$ cat src/rtl/fifo_arb_pkg.sv
// Shared types and helpers for the FIFO push-side packet arbiter.
// The beat layout is {eop, payload}, so the EOP flag is the bit at index DATA_WIDTH.
package fifo_arb_pkg;

  typedef enum logic {
    ARB_IDLE   = 1'b0,
    ARB_LOCKED = 1'b1
  } arb_state_t;

  // Widest beat the EOP helper accepts; callers zero-extend into it.
  localparam int MAX_BEAT_W = 1024;

  function automatic logic eop_of(input logic [MAX_BEAT_W-1:0] beat, input int eop_bit);
    return beat[eop_bit[9:0]];
  endfunction

endpackage

$ cat src/rtl/rr_priority_pick.sv
// Rotating-priority encoder: returns the first set request at or after rr_ptr,
// wrapping at NUM_REQ-1 by comparison so non-power-of-two counts work.
module rr_priority_pick #(
  parameter int NUM_REQ = 4
) (
  input  logic [NUM_REQ-1:0]         req,
  input  logic [$clog2(NUM_REQ)-1:0] rr_ptr,
  output logic [$clog2(NUM_REQ)-1:0] idx,
  output logic                       any_valid
);

  localparam int IDX_W = $clog2(NUM_REQ);
  localparam logic [IDX_W-1:0] LAST_IDX = IDX_W'(NUM_REQ - 1);

  logic [IDX_W-1:0] cand_s;
  logic             found_s;

  // Walk the requests once, starting at rr_ptr, latching the first hit.
  always_comb begin
    idx     = rr_ptr;
    found_s = 1'b0;
    cand_s  = rr_ptr;
    for (int i = 0; i < NUM_REQ; i++) begin
      if (!found_s && req[cand_s]) begin
        idx     = cand_s;
        found_s = 1'b1;
      end else begin
        found_s = found_s;
      end
      if (cand_s == LAST_IDX) begin
        cand_s = '0;
      end else begin
        cand_s = cand_s + IDX_W'(1);
      end
    end
    any_valid = found_s;
  end

endmodule

$ cat src/rtl/fifo_push_arbiter.sv
// Packet-granular round-robin arbiter sharing one FIFO push port among NUM_REQ producers.
// Optional idle-owner watchdog is enabled with the FIFO_ARB_WATCHDOG_EN macro.
module fifo_push_arbiter
  import fifo_arb_pkg::*;
#(
  parameter int DATA_WIDTH = 32,
  parameter int NUM_REQ    = 4,
  parameter int TIMEOUT    = 16
) (
  input  logic                              clk,
  input  logic                              rst_n,
  input  logic [NUM_REQ-1:0]                req_valid_i,
  input  logic [NUM_REQ*(DATA_WIDTH+1)-1:0] req_data_i,
  output logic [NUM_REQ-1:0]                req_grant_o,
  output logic                              push_valid_o,
  output logic [DATA_WIDTH:0]               push_data_o,
  input  logic                              push_grant_i,
  output logic [$clog2(NUM_REQ)-1:0]        owner_o,
  output logic                              locked_o,
  output logic                              timeout_o
);

  localparam int IDX_W   = $clog2(NUM_REQ);
  localparam int BEAT_W  = DATA_WIDTH + 1;
  localparam int EOP_BIT = DATA_WIDTH;
  localparam logic [IDX_W-1:0] LAST_IDX = IDX_W'(NUM_REQ - 1);

  arb_state_t       state_r, state_nxt_s;
  logic [IDX_W-1:0] rr_ptr_r, rr_ptr_nxt_s;
  logic [IDX_W-1:0] owner_r, owner_nxt_s;
  logic [IDX_W-1:0] pick_idx_s, sel_s;
  logic             pick_any_s, sel_valid_s, xfer_s, eop_s;
  logic [BEAT_W-1:0] sel_data_s;

`ifdef FIFO_ARB_WATCHDOG_EN
  localparam int CNT_W = $clog2(TIMEOUT) + 1;
  logic [CNT_W-1:0] idle_cnt_r, idle_cnt_nxt_s;
  logic             timeout_r, timeout_nxt_s;
`endif

  function automatic logic [IDX_W-1:0] wrap_inc(input logic [IDX_W-1:0] idx);
    if (idx == LAST_IDX) begin
      return '0;
    end else begin
      return idx + IDX_W'(1);
    end
  endfunction

  rr_priority_pick #(
    .NUM_REQ (NUM_REQ)
  ) u_pick (
    .req       (req_valid_i),
    .rr_ptr    (rr_ptr_r),
    .idx       (pick_idx_s),
    .any_valid (pick_any_s)
  );

  // A held lock pins the port to the owner; with nobody requesting the owner stays selected.
  always_comb begin
    if (state_r == ARB_LOCKED) begin
      sel_s = owner_r;
    end else if (pick_any_s) begin
      sel_s = pick_idx_s;
    end else begin
      sel_s = owner_r;
    end
  end

  assign sel_valid_s = req_valid_i[sel_s];
  assign sel_data_s  = req_data_i[int'(sel_s)*BEAT_W +: BEAT_W];
  assign xfer_s      = sel_valid_s & push_grant_i;
  assign eop_s       = eop_of(MAX_BEAT_W'(sel_data_s), EOP_BIT);

  // Only the selected producer may see a grant; everything is forced low in reset.
  always_comb begin
    req_grant_o = '0;
    if (rst_n) begin
      req_grant_o[sel_s] = push_grant_i & sel_valid_s;
    end else begin
      req_grant_o = '0;
    end
  end

  assign push_valid_o = rst_n & sel_valid_s;
  assign push_data_o  = rst_n ? sel_data_s : '0;
  assign owner_o      = rst_n ? sel_s : '0;
  assign locked_o     = rst_n & (state_r == ARB_LOCKED);
`ifdef FIFO_ARB_WATCHDOG_EN
  assign timeout_o    = rst_n & timeout_r;
`else
  assign timeout_o    = 1'b0;
`endif

  // Packet-level arbitration: lock on a non-EOP transfer, advance rr_ptr past the finisher.
  always_comb begin
    state_nxt_s  = state_r;
    rr_ptr_nxt_s = rr_ptr_r;
    owner_nxt_s  = owner_r;
`ifdef FIFO_ARB_WATCHDOG_EN
    idle_cnt_nxt_s = '0;
    timeout_nxt_s  = 1'b0;
`endif
    case (state_r)
      ARB_IDLE: begin
        if (xfer_s) begin
          owner_nxt_s = sel_s;
          if (eop_s) begin
            rr_ptr_nxt_s = wrap_inc(sel_s);
          end else begin
            state_nxt_s = ARB_LOCKED;
          end
        end else begin
          owner_nxt_s = owner_r;
        end
      end
      ARB_LOCKED: begin
        if (xfer_s && eop_s) begin
          state_nxt_s  = ARB_IDLE;
          rr_ptr_nxt_s = wrap_inc(owner_r);
`ifdef FIFO_ARB_WATCHDOG_EN
        end else if (!sel_valid_s) begin
          // Release once this idle cycle brings the run to TIMEOUT-1.
          if (idle_cnt_r == CNT_W'(TIMEOUT - 2)) begin
            state_nxt_s   = ARB_IDLE;
            rr_ptr_nxt_s  = wrap_inc(owner_r);
            timeout_nxt_s = 1'b1;
          end else begin
            idle_cnt_nxt_s = idle_cnt_r + CNT_W'(1);
          end
`endif
        end else begin
          state_nxt_s = ARB_LOCKED;
        end
      end
      default: begin
        state_nxt_s = ARB_IDLE;
      end
    endcase
  end

  // Arbitration state registers.
  always_ff @(posedge clk or negedge rst_n) begin
    if (!rst_n) begin
      state_r  <= ARB_IDLE;
      rr_ptr_r <= '0;
      owner_r  <= '0;
`ifdef FIFO_ARB_WATCHDOG_EN
      idle_cnt_r <= '0;
      timeout_r  <= 1'b0;
`endif
    end else begin
      state_r  <= state_nxt_s;
      rr_ptr_r <= rr_ptr_nxt_s;
      owner_r  <= owner_nxt_s;
`ifdef FIFO_ARB_WATCHDOG_EN
      idle_cnt_r <= idle_cnt_nxt_s;
      timeout_r  <= timeout_nxt_s;
`endif
    end
  end

endmodule

$ cat config.mk
export PLATFORM = sky130hd
export DESIGN_NAME = fifo_push_arbiter
export DESIGN_NICKNAME = d
export VERILOG_FILES = /design/src/rtl/fifo_arb_pkg.sv /design/src/rtl/rr_priority_pick.sv /design/src/rtl/fifo_push_arbiter.sv
export SDC_FILE = /design/constraint.sdc
export NUM_CORES = 1
export LEC_CHECK = 0
export CAP_MARGIN = 30
export CELL_PAD_IN_SITES_DETAIL_PLACEMENT = 1
export CELL_PAD_IN_SITES_GLOBAL_PLACEMENT = 1
export CORE_ASPECT_RATIO = 0.6
export CORE_UTILIZATION = 22
export CTS_BUF_LIST = sky130_fd_sc_hd__clkbuf_4 sky130_fd_sc_hd__clkbuf_8
export DETAILED_ROUTE_END_ITERATION = 8
export PLACE_DENSITY_LB_ADDON = 0.15
export REMOVE_ABC_BUFFERS = 1
export SLEW_MARGIN = 20
export SYNTH_ARGS = -nofsm -noshare
export SYNTH_HDL_FRONTEND = slang
export SYNTH_HIERARCHICAL = 1
export SYNTH_SLANG_ARGS = --single-unit
$ cat constraint.sdc
create_clock -name clk -period 6.1 [get_ports clk]
set_input_delay 0.61 -clock clk [delete_from_list [all_inputs] [get_ports clk]]
set_output_delay 0.61 -clock clk [all_outputs]
set_load 0.02 [all_outputs]
==> results.py, run 1 <==
metrics = {
    "setup_path": {
        "worstSetupPathType": "primary input to primary output",
        "critPathArrivalTime_ns": 4.53,
        "r2r_cells": 12,
        "required_ns": 5.49,
        "crit_fanout": 21,
        "setup.worst_path.start_class": "primary input",
        "crit_path_end_kind": "primary output",
    },
    "cts": {
        "cts_buffers": 3,
        "htreeDepth": 1,
        "cts_resized": 0,
        "cts_tree": "done",
        "insertion_delay_ns": 0.22,
        "root_buffer": "clkbuf_8",
        "clock-sinks": 5,
        "clkTransAtPathRegs_ns": 0.03,
        "ctsHoldBuffers": 0,
        "cts_max_path_buffers": 2,
        "post-cts-setup-buffers": 0,
    },
    "placement": {
        "io_buffers": 179,
        "gp_congestion": 0.7969,
        "placed_cell_area_sq_mm": 0.003662,
        "dp_hpwl_um": 7349,
    },
    "finish": {
        "drive_gt1_share_pct": 14.96,
        "layout_commonest_cell": "clkdlybuf4s50_1",
        "final_util_pct": 46.53,
        "stdcell_area_sq_mm": 0.003711,
        "area_growth_syn_to_layout_pct": 101.8,
        "fill_cells": 881,
        "nets": 487,
        "layout_common_cells": "179 x clkdlybuf4s50_1, 41 x and2_1, 29 x mux4_2, 7 x nand2_1",
        "diodes": 0,
    },
    "pwr": {
        "comb_power_share_pct": 90.7,
        "switching_share_pct": 44.30,
        "power.internal_w": 0.0008557,
        "leakagePower_nw": 1.365,
        "ir_worst_vdd_mv": 0.1903,
        "switchingPower_w": 0.0006805,
        "clockPowerShare_pct": 4.2,
        "power_frac_seq_pct": 5.1,
        "power.density_mw_per_mm2": 413.9,
    },
    "die": {
        "core_area_sq_mm": 0.007976,
        "die_h_um": 72.83,
        "rows": 25,
        "dieArea_sq_mm": 0.008742,
        "start_util_pct": 23.06,
        "ios": 181,
        "die_w_um": 120.0,
    },
    "detailed_routing": {
        "drt_iter0_markers": 91,
        "antenna_left": 0,
        "drcViolationCount": 0,
        "routed_wl_um": 8819,
        "first_pass_iters": 4,
        "dr_total_vias": 2126,
        "avgRoutedWirePerCell_um": 19.64,
        "via_per_inst": 4.735,
    },
    "grt": {
        "grt_pass1_vias": 2093,
        "antenna_found_initial": 0,
        "grt_first_pass_wirelength_um": 12860,
        "grt_start_max_net_pins": 27,
        "gr-total-overflow": 0,
        "grt_util_all_layers_pct": 19.17,
    },
    "sta": {
        "fmax_mhz": 194.6,
        "slew_violations": 0,
        "report.final.hold_viol_count": 0,
        "rsz0062_at_grt": "no",
        "fin_crit_ns": 5.139,
        "finClkSkew_ns": 0.001460,
        "tns_ns": 0,
        "worst-slew-pin-transition_ns": 0.6395,
        "finalCritPeriodShare_pct": 84.25,
        "finalSetupViolCount": 0,
        "relSlewSlack_pct": 57.23,
    },
    "synth": {
        "synth_seq_cells": 5,
        "synthFlopType": "dfrtp_1",
        "async_flop_share_pct": 100.0,
        "yosys_warnings": 6,
        "avgSynthCellArea_sq_um": 10.76,
        "yosysUniqueCellTypes": 46,
        "yosysTopAreaCellShare_pct": 35.51,
        "synth_edf_count": 0,
        "seq_area_frac_synth_pct": 6.803,
        "synth_area_sq_mm": 0.001839,
        "synthTopCellsByArea": "mux4_2 36%, and2_1 14%, dfrtp_1 6.8%",
        "yosysTopAreaCell": "mux4_2",
        "synthCells": 171,
    },
    "min_path": {
        "hp-class": "flip-flop to flip-flop",
        "hold_depth": 1,
    },
    "run_status": {
        "status": "finished clean",
    },
    "flow_run": {
        "maxCapViolCount": 0,
    },
}
## synthesized netlist by cell type (all sizes together) (2+ instances only)
master,instances
a21oi,5
a31oi,3
and2,41
buf,13
clkbuf,4
dfrtp,5
ha,6
inv,4
mux2,5
mux2i,7
mux4,33
nand2,7
nor2,5
nor3,4
nor3b,2
o21ai,5
## power by group through the flow
stage | Clock, W | Sequential, W | Combinational (W)
finish | 0.0000650 | 0.0000785 | 0.00139
global route | 0.0000691 | 0.0000830 | 0.00150
CTS | 0.0000667 | 0.0000793 | 0.00141
detailed placement | 0 | 0.0000799 | 0.00141
global placement | 0 | 0.0000792 | 0.00139
floorplan | 0 | 0.0000692 | 0.000915
## metrics by stage
stage                     worst slack [ns]  cells  hold slack, ns  total power (W)
after global placement              0.9470    445          0.5776         0.001473
final                               0.9608    449          0.5944         0.001536
after global routing                0.5850    449          0.6325         0.001652
after detailed placement            0.8896    445          0.6020         0.001486
after floorplan                      1.995    154          0.3144        0.0009844
after CTS                           0.8907    449          0.6129         0.001555
## final cells by class
class,instances,area (sq um),area share (%)
clock buffer,4,48.80,1.315
inverter,4,15.01,0.4046
sequential,5,125.1,3.372
tap,108,135.1,3.641
timing repair buffer,183,1822,49.09
multi-input combinational,145,1565,42.18
## routing by layer
metal / wire (um) / GRT usage, % / vias up / share of wire [%]
li1: - / - / 1013 / -
met1: 3846 / 25.73 / 1037 / 44
met2: 4520 / 34.99 / 76 / 51
met3: 452 / 2.109 / 0 / 5.1
met4: 0 / 0.8333 / 0 / 0
met5: 0 / 0 / - / 0
## path summary, 6_finish.rpt
kind | start | to | slack, ns
min reg2reg | owner_r[1]$_DFFE_PN0P_ | owner_r[1]$_DFFE_PN0P_ | 0.59
max | req_valid_i[3] | push_data_o[3] | 0.96
max in group asynchronous | rst_n | rr_ptr_r[0]$_DFFE_PN0P_ | 4.64
min in group asynchronous | rst_n | owner_r[0]$_DFFE_PN0P_ | 1.28
max reg2reg | rr_ptr_r[0]$_DFFE_PN0P_ | owner_r[1]$_DFFE_PN0P_ | 2.14
min | owner_r[1]$_DFFE_PN0P_ | owner_r[1]$_DFFE_PN0P_ | 0.59
## logic make-up after synthesis
group | after synthesis | share of synthesized area (%)
buffers and inverters | 21 | 8.095
AO/OA/AOI/OAI | 25 | 9.524
adder cells (fa/ha/maj) | 6 | 4.082
flip-flops | 5 | 6.803
other | 1 | 0.2039
multiplexers | 45 | 48.98
AND/OR/NAND/NOR | 68 | 22.31
## critical path, stage by stage
cell,delay [ns]
clkdlybuf4s50_1,0.60
mux4_2,0.62
o21bai_1,0.18
o21ai_0,0.27
mux2i_4,0.15
inv_2,0.47
buf_4,0.34
mux4_1,0.56
and2_1,0.17
clkdlybuf4s50_1,0.55
(Power assumes the default switching activity.)
==> run 2, diff against run 1 <==
--- a/config.mk
+++ b/config.mk
@@ -9,7 +9,7 @@
 export CELL_PAD_IN_SITES_DETAIL_PLACEMENT = 1
 export CELL_PAD_IN_SITES_GLOBAL_PLACEMENT = 1
 export CORE_ASPECT_RATIO = 0.6
-export CORE_UTILIZATION = 22
+export CORE_UTILIZATION = 19
 export CTS_BUF_LIST = sky130_fd_sc_hd__clkbuf_4 sky130_fd_sc_hd__clkbuf_8
 export DETAILED_ROUTE_END_ITERATION = 8
 export PLACE_DENSITY_LB_ADDON = 0.15
==> constraint.sdc (replaced) <==
create_clock -name clk -period 4.7 [get_ports clk]
set_input_delay 0.47 -clock clk [delete_from_list [all_inputs] [get_ports clk]]
set_output_delay 0.47 -clock clk [all_outputs]
set_load 0.02 [all_outputs]
==> results.py, run 2 (synthesized netlist as in run 1, its figures left out) <==
metrics = {
    "cts": {
        "root_buffer": "clkbuf_8",
        "cts_tree": "done",
        "cts_max_path_buffers": 2,
        "cts_buffers": 3,
        "htreeDepth": 1,
        "insertion_delay_ns": 0.22,
        "post-cts-setup-buffers": 0,
        "clock-sinks": 5,
        "clkTransAtPathRegs_ns": 0.03,
    },
    "run_status": {
        "status": "finished clean",
    },
    "sta": {
        "report.final.hold_viol_count": 0,
        "fin_crit_ns": 4.437,
        "tns_ns": 0,
        "finalSetupViolCount": 0,
        "rsz0062_at_grt": "no",
        "slew_violations": 0,
        "fmax_mhz": 225.4,
        "finalCritPeriodShare_pct": 94.40,
        "finClkSkew_ns": 0.002893,
    },
    "min_path": {
        "hp-class": "flip-flop to flip-flop",
        "hold_end": "owner_r[1]$_DFFE_PN0P_",
        "hold_depth": 1,
        "hp-start": "owner_r[1]$_DFFE_PN0P_",
    },
    "flow_run": {
        "maxCapViolCount": 0,
    },
    "finish": {
        "diodes": 0,
        "register_area_sq_um": 125.1,
        "layout_common_cells": "177 x clkdlybuf4s50_1, 41 x and2_1, 29 x mux4_2, 10 x buf_4, 7 x nand2_1",
        "nets": 498,
        "drive_gt1_share_pct": 18.18,
        "area_growth_syn_to_layout_pct": 112.3,
        "fill_cells": 1036,
        "final_util_pct": 42.03,
        "multi_input_area_sq_mm": 0.001582,
        "layout_commonest_cell": "clkdlybuf4s50_1",
    },
    "die": {
        "die_h_um": 78.21,
        "core_area_sq_mm": 0.009290,
        "die_w_um": 129.0,
        "dieArea_sq_mm": 0.01009,
        "start_util_pct": 19.80,
        "ios": 181,
        "rows": 27,
    },
    "grt": {
        "grt_util_all_layers_pct": 18.51,
        "gr-total-overflow": 0,
        "antenna_found_initial": 0,
        "grt_start_max_net_pins": 32,
        "grt_first_pass_wirelength_um": 14120,
        "grt_pass1_vias": 2289,
    },
    "setup_path": {
        "timing.rr.end": "owner_r[0]$_DFFE_PN0P_",
        "required_ns": 4.23,
        "critPathArrivalTime_ns": 3.97,
        "rrSetupSlack_ns": 1.23,
        "crit_path_end_kind": "primary output",
        "setup.worst_path.start_class": "primary input",
        "r2r_start": "rr_ptr_r[0]$_DFFE_PN0P_",
        "r2r_cells": 14,
        "worstSetupPathType": "primary input to primary output",
        "crit_fanout": 10,
    },
    "detailed_routing": {
        "avgRoutedWirePerCell_um": 20.30,
        "via_per_inst": 4.633,
        "routed_wl_um": 9786,
        "drt_iter0_markers": 104,
        "dr_total_vias": 2233,
        "antenna_left": 0,
        "first_pass_iters": 6,
        "drcViolationCount": 0,
    },
    "placement": {
        "gp_congestion": 0.7480,
        "io_buffers": 179,
        "dp_hpwl_um": 8336,
    },
    "pwr": {
        "leakagePower_nw": 1.455,
        "power.density_mw_per_mm2": 571.4,
        "p_total_w": 0.002231,
        "ir_worst_vdd_mv": 0.3206,
    },
}
-- run 2: power breakdown --
| group | internal, W | total (W) | switching [W] |
|---|---|---|---|
| Clock | 0.0000639 | 0.0000841 | 0.0000202 |
| Sequential | 0.0000637 | 0.0000936 | 0.0000299 |
| Combinational | 0.00116 | 0.00205 | 0.000890 |
-- run 2: how the worst max path moves through the flow --
stage / from / end / slack, ns / cells after the start
5_1_grt: req_valid_i[1] / req_grant_o[2] / 0.006 / 14
3_3_place_gp: req_valid_i[3] / push_data_o[0] / 0.22 / 10
6_report: req_valid_i[0] / req_grant_o[1] / 0.26 / 10
4_1_cts: req_valid_i[3] / req_grant_o[1] / 0.09 / 14
3_5_place_dp: req_valid_i[3] / req_grant_o[2] / 0.09 / 14
2_1_floorplan: rr_ptr_r[0]$_DFFE_PN0P_ / req_grant_o[0] / 0.73 / 12
-- run 2: metal layers --
metal	vias up	routed length (um)	global-route usage (%)
met1	1123	4201	23.24
met4	0	27	2.118
met3	4	619	2.931
met5	-	0	0
met2	73	4937	34.16
li1	1033	-	-
-- run 2: critical path: stages --
cell and delay [ns]:
clkdlybuf4s50_1 0.53, mux4_2 0.59, o31a_1 0.33, or3_1 0.30, a21oi_1 0.17, mux2_4 0.29
mux2i_1 0.25, and3_1 0.26, and2_1 0.16, clkdlybuf4s50_1 0.60
-- run 2: area by class of cell --
cell class,instances,share of cell area (%)
repair buffers,194,50.50
multi-input cells,145,40.50
well taps,130,4.165
flip-flops and latches,5,3.204
clock buffers,4,1.250
inverters,4,0.3845
-- run 2: repair_timing --
action / CTS / global route
hold buffers: 0 / 0
gates resized for setup: 0 / 5
setup endpoints to repair: 0 / 5
-- run 2: through the flow --
step	setup WS, ns	hold WS, ns	area (sq um)	std cells
after floorplan	0.7347	0.1744	1705	154
after global placement	0.2172	0.5884	3835	478
after detailed placement	0.09321	0.5746	3835	478
after CTS	0.08948	0.5820	3884	482
after global routing	0.005958	0.6236	3905	482
final	0.2633	0.5703	3905	482
==> patch 1 (config.mk and constraints of run 2) <==
Change the parameter `DATA_WIDTH` from 32 to 48.
--- a/src/rtl/fifo_push_arbiter.sv
+++ b/src/rtl/fifo_push_arbiter.sv
@@ -4,5 +4,5 @@
   import fifo_arb_pkg::*;
 #(
-  parameter int DATA_WIDTH = 32,
+  parameter int DATA_WIDTH = 48,
   parameter int NUM_REQ    = 4,
   parameter int TIMEOUT    = 16
Ports: changed (resized push_data_o and req_data_i); port bits go from 181 to 261. The function was not compared with the original's and may differ.
==> patch 1 against run 2 <==
Worst setup slack gained 0.0026 ns; wire length grew 27%; critical path type unchanged; first-iteration DRC count shrank 24%; non-clock buffer count grew 80; global-route usage grew 0.43 points; synthesized area grew 25%; clock skew grew 0.00076 ns; sequential cell count is the same; power grew 23%; utilization grew 2.5 points; final area grew 32%; critical endpoint is now push_data_o[48]; hold slack gained 0.011 ns.
==> patch 1: results (changes against run 2) <==
• **outcome** finished clean
• **Worst EP arrival** 3.96 ns, about the same
• **minimum setup slack in the final design** 0.266 ns, +0.00261 ns
• **worst-case vdd ir drop** 0.000248 V, -23%
• **initial DRC count** 79, -24%
• **number of different library cells in the post-synthesis netlist** 44, -4.3%
• **met3 layer wire length in the routed design** 1150 um, +86%
• **Critical Path Start** req_valid_i[1]
• **total routed wire length on the met1 layer** 4450 um, +6.0%
• **biggest cell delay along the critical path** 0.63 ns, +0.03 ns
• **gr usage total** 0.189, +0.00431
• **Synth area leaders** sky130_fd_sc_hd__mux4_2 (48%), sky130_fd_sc_hd__and2_1 (16%), sky130_fd_sc_hd__dfrtp_1 (5.4%), sky130_fd_sc_hd__buf_6 (3.9%), sky130_fd_sc_hd__ha_1 (3.3%)
• **post-detailed-route wirelength per cell** 19.9 um, -1.9%
• **share of the yosys chip area belonging to registers** 0.0544, -0.0136
• **Critical Path End** push_data_o[48]
• **Nets** 674, +35%
• **via count of the first global-routing pass** 3156, +38%
• **fin cells** 624, +29%
• **worst setup slack after placement** 0.288 ns, +0.195 ns
• **number of input and output port buffers inserted** 259, +45%
• **Area growth, synth to finish** 123%
• **wire length on met2** 6690 um, +36%
• **Hold Slack** 0.582 ns, +0.0113 ns
• **total leakage power** 1.84 nW, +27%
• **placer's final routability congestion estimate** 0.805, +7.6%
• **first-pass GRT wire length** 17700 um, +25%
• **met1 layer usage reported by global route** 0.202, -0.0307
• **detailed-placement wirelength estimate** 10700 um, +29%
• **via count** 2926, +31%
• **power share of the sequential group** 0.039, -0.003
• **combinational power share** 0.929, +0.009
## patch 1: changes by cell type in the layout (fill, tap and decap cells not counted), sizes merged
| cell | delta |
|---|---|
| inv | -1 |
| dlymetal6s2s | -2 |
| mux4 | +16 |
| and2 | +16 |
| clkinv | +1 |
| clkdlybuf4s50 | +82 |
## patch 1: cells by family (layout without fill, tap and decap cells)
logic type / Yosys count / count (layout) / synth area share
simple gates: 84 / 84 / 0.221
mux: 61 / 61 / 0.541
buf+inv: 26 / 282 / 0.0745
compound gates: 25 / 25 / 0.0740
fa+ha+maj: 6 / 6 / 0.0326
flops: 5 / 5 / 0.0544
other cells: 1 / 1 / 0.00163
## patch 1: final cells by class
cell class / instances / area (um^2)
clock buffers: 4 / 48.8
fillers: 1297 / 6390
inverters: 4 / 16.3
multi-input cells: 177 / 2020
flip-flops and latches: 5 / 125
well taps: 160 / 200
repair buffers: 274 / 2730
## patch 1: timing repair
item	in CTS	in global routing
endpoints found under the setup margin	0	53
setup buffers	0	0
gates resized for setup	0	2
==> patch 2 (config.mk and constraints of run 2) <==
Made on the original files. Make the reset (`rst_n`) synchronous in one clocked block.
--- a/src/rtl/fifo_push_arbiter.sv
+++ b/src/rtl/fifo_push_arbiter.sv
@@ -140,5 +140,5 @@
 
   // Arbitration state registers.
-  always_ff @(posedge clk or negedge rst_n) begin
+  always_ff @(posedge clk) begin
     if (!rst_n) begin
       state_r  <= ARB_IDLE;
Formal check against the unedited RTL: no difference found for any inputs over 4 cycles, from zero or initial values and one cycle with rst_n low; that may be too few to reach the edited logic, so the function may still have changed.
==> patch 2 against run 2 <==
Worst setup slack worse by 0.041 ns; power fell by 12%; final area fell by 2.6%; sequential cell count unchanged; wire length rose by 1.7%; synthesized area shrank 2.0%; sequential power is 21% lower; via count up 1.2%.
==> patch 2: results (changes against run 2) <==
• **Worst path top cell family by delay** buffers and inverters
• **die footprint** 9900 um^2, -1.9%
• **worst skew pair latency** 0.23 ns
• **total leakage power** 1.40 nW, -3.5%
• **crit-path max FO** 7, -3
• **gr usage total** 0.196, +0.0111
• **Yosys Warn Count** 6, unchanged
• **count of TritonRoute iterations in the first routing pass** 4, -2
• **number of filler instances in the final layout** 1058, +2.1%
• **Synth Flop Type** sky130_fd_sc_hd__dfxtp_1
• **via count of the first global-routing pass** 2252, -1.6%
• **DRT Wirelength** 9950 um, +1.7%
• **leading cell types by count after synthesis** sky130_fd_sc_hd__and2_1 (35), sky130_fd_sc_hd__mux4_2 (33), sky130_fd_sc_hd__nand2_1 (11)
• **outcome** finished clean
• **fraction of final layout cells with drive strength greater than 1** 0.169, -0.0128
• **detailed-placement wirelength estimate** 8340 um, about the same
• **Worst path slowest cell** sky130_fd_sc_hd__clkdlybuf4s50_1
• **largest net degree at the start of global routing** 38, +19%
• **share of the yosys chip area belonging to registers** 0.0555, -0.0125
• **Post-CTS Setup Repair Bufs** 0, unchanged
• **Max Root-Sink Buffers** 2, unchanged
• **H-tree levels** 1, unchanged
• **placer's final routability congestion estimate** 0.817, +9.2%
• **number of input and output port buffers inserted** 179, unchanged
• **met1 layer usage reported by global route** 0.240, +0.00793
• **final antenna diode count** 0, unchanged
• **clk root buf** sky130_fd_sc_hd__clkbuf_8
• **initial DRC count** 94, -9.6%
• **clock buffers created by TritonCTS** 3, unchanged
• **number of different library cells in the post-synthesis netlist** 46, unchanged
• **count leader, synth** sky130_fd_sc_hd__and2_1
• **first-pass GRT wire length** 14500 um, +2.4%
• **via count normalized by instance count** 4.66, +0.54%
• **GR met3 Demand/Resource** 0.0434, +0.0141
• **Worst EP arrival** 4.01 ns, +0.04 ns
• **worst setup path class** in2out
• **met2 capacity usage during global routing** 0.343, +0.00131
• **share of flip-flops with an asynchronous set or reset** 0, -1.00
• **final worst clock skew** 0.00488 ns, +0.00199 ns
• **number of antenna violations at the first check in global routing** 0, unchanged
• **Nets** 501, +0.60%
• **biggest cell delay along the critical path** 0.60 ns, about the same
• **Tightest Hold Check Type** reg2reg
• **worst-case vdd ir drop** 0.000267 V, -17%
• **Synth area leaders** sky130_fd_sc_hd__mux4_2 (41%), sky130_fd_sc_hd__and2_1 (12%), sky130_fd_sc_hd__dfxtp_1 (5.6%), sky130_fd_sc_hd__mux2i_1 (5.0%), sky130_fd_sc_hd__ha_1 (4.2%)
• **clock-pin slew reported for the worst setup and hold paths after clock tree synthesis** 0.04 ns
-- patch 2: final cells by class --
cell class	count	area share
timing repair buffer	189	0.497
multi-input combinational	152	0.416
tap	130	0.0428
sequential	5	0.0263
clock buffer	4	0.0128
inverter	5	0.00493
-- patch 2: metrics by stage --
stage               cell area, um^2  std cells  hold WS [ns]  setup slack [ns]
floorplan                      1700        162         0.483             0.719
global placement               3750        481         0.525             0.288
detailed placement             3750        481         0.551             0.235
CTS                            3800        485         0.555             0.217
global route                   3800        485         0.588            0.0680
finish                         3800        485         0.554             0.222
-- patch 2: repair_timing --
item	4_1_cts	5_1_grt
endpoints found under the setup margin	0	4
hold endpoints to repair	0	0
hold buffers	0	0
resized for setup	0	1
-- patch 2: final timing paths --
path | start | to | slack, ns | cells past startpoint
worst max-delay path | req_valid_i[2] | req_grant_o[1] | 0.22 | 11
worst max register to register | rr_ptr_r[1] | rr_ptr_r[0] | 1.39 | 13
worst min register to register | owner_r[1] | owner_r[1] | 0.55 | 2
worst min-delay path | owner_r[1] | owner_r[1] | 0.55 | 2
-- patch 2: report_power, final --
part	switching, mW	internal, mW
registers	0.0178	0.0559
clock network	0.0232	0.0642
logic	0.812	0.980
-- patch 2: kinds of logic (layout without fill, tap and decap cells) --
logic type	after synthesis	after routing	synth area share
AND/OR/NAND/NOR	74	74	0.248
multiplexers	44	44	0.482
flip-flops	5	5	0.0555
adder cells (fa/ha/maj)	6	6	0.0416
AO/OA/AOI/OAI	27	27	0.102
other	1	1	0.00208
buffers and inverters	21	198	0.0687
-- patch 2: per-layer routing --
metal  routed length (um)  part of all wire  vias to the layer above
met4                  212             0.021                        0
met2                 4890              0.49                       88
met1                 4070              0.41                     1113
met3                  783             0.079                       12
met5                    0                 0                        -
li1                     -                 -                     1046
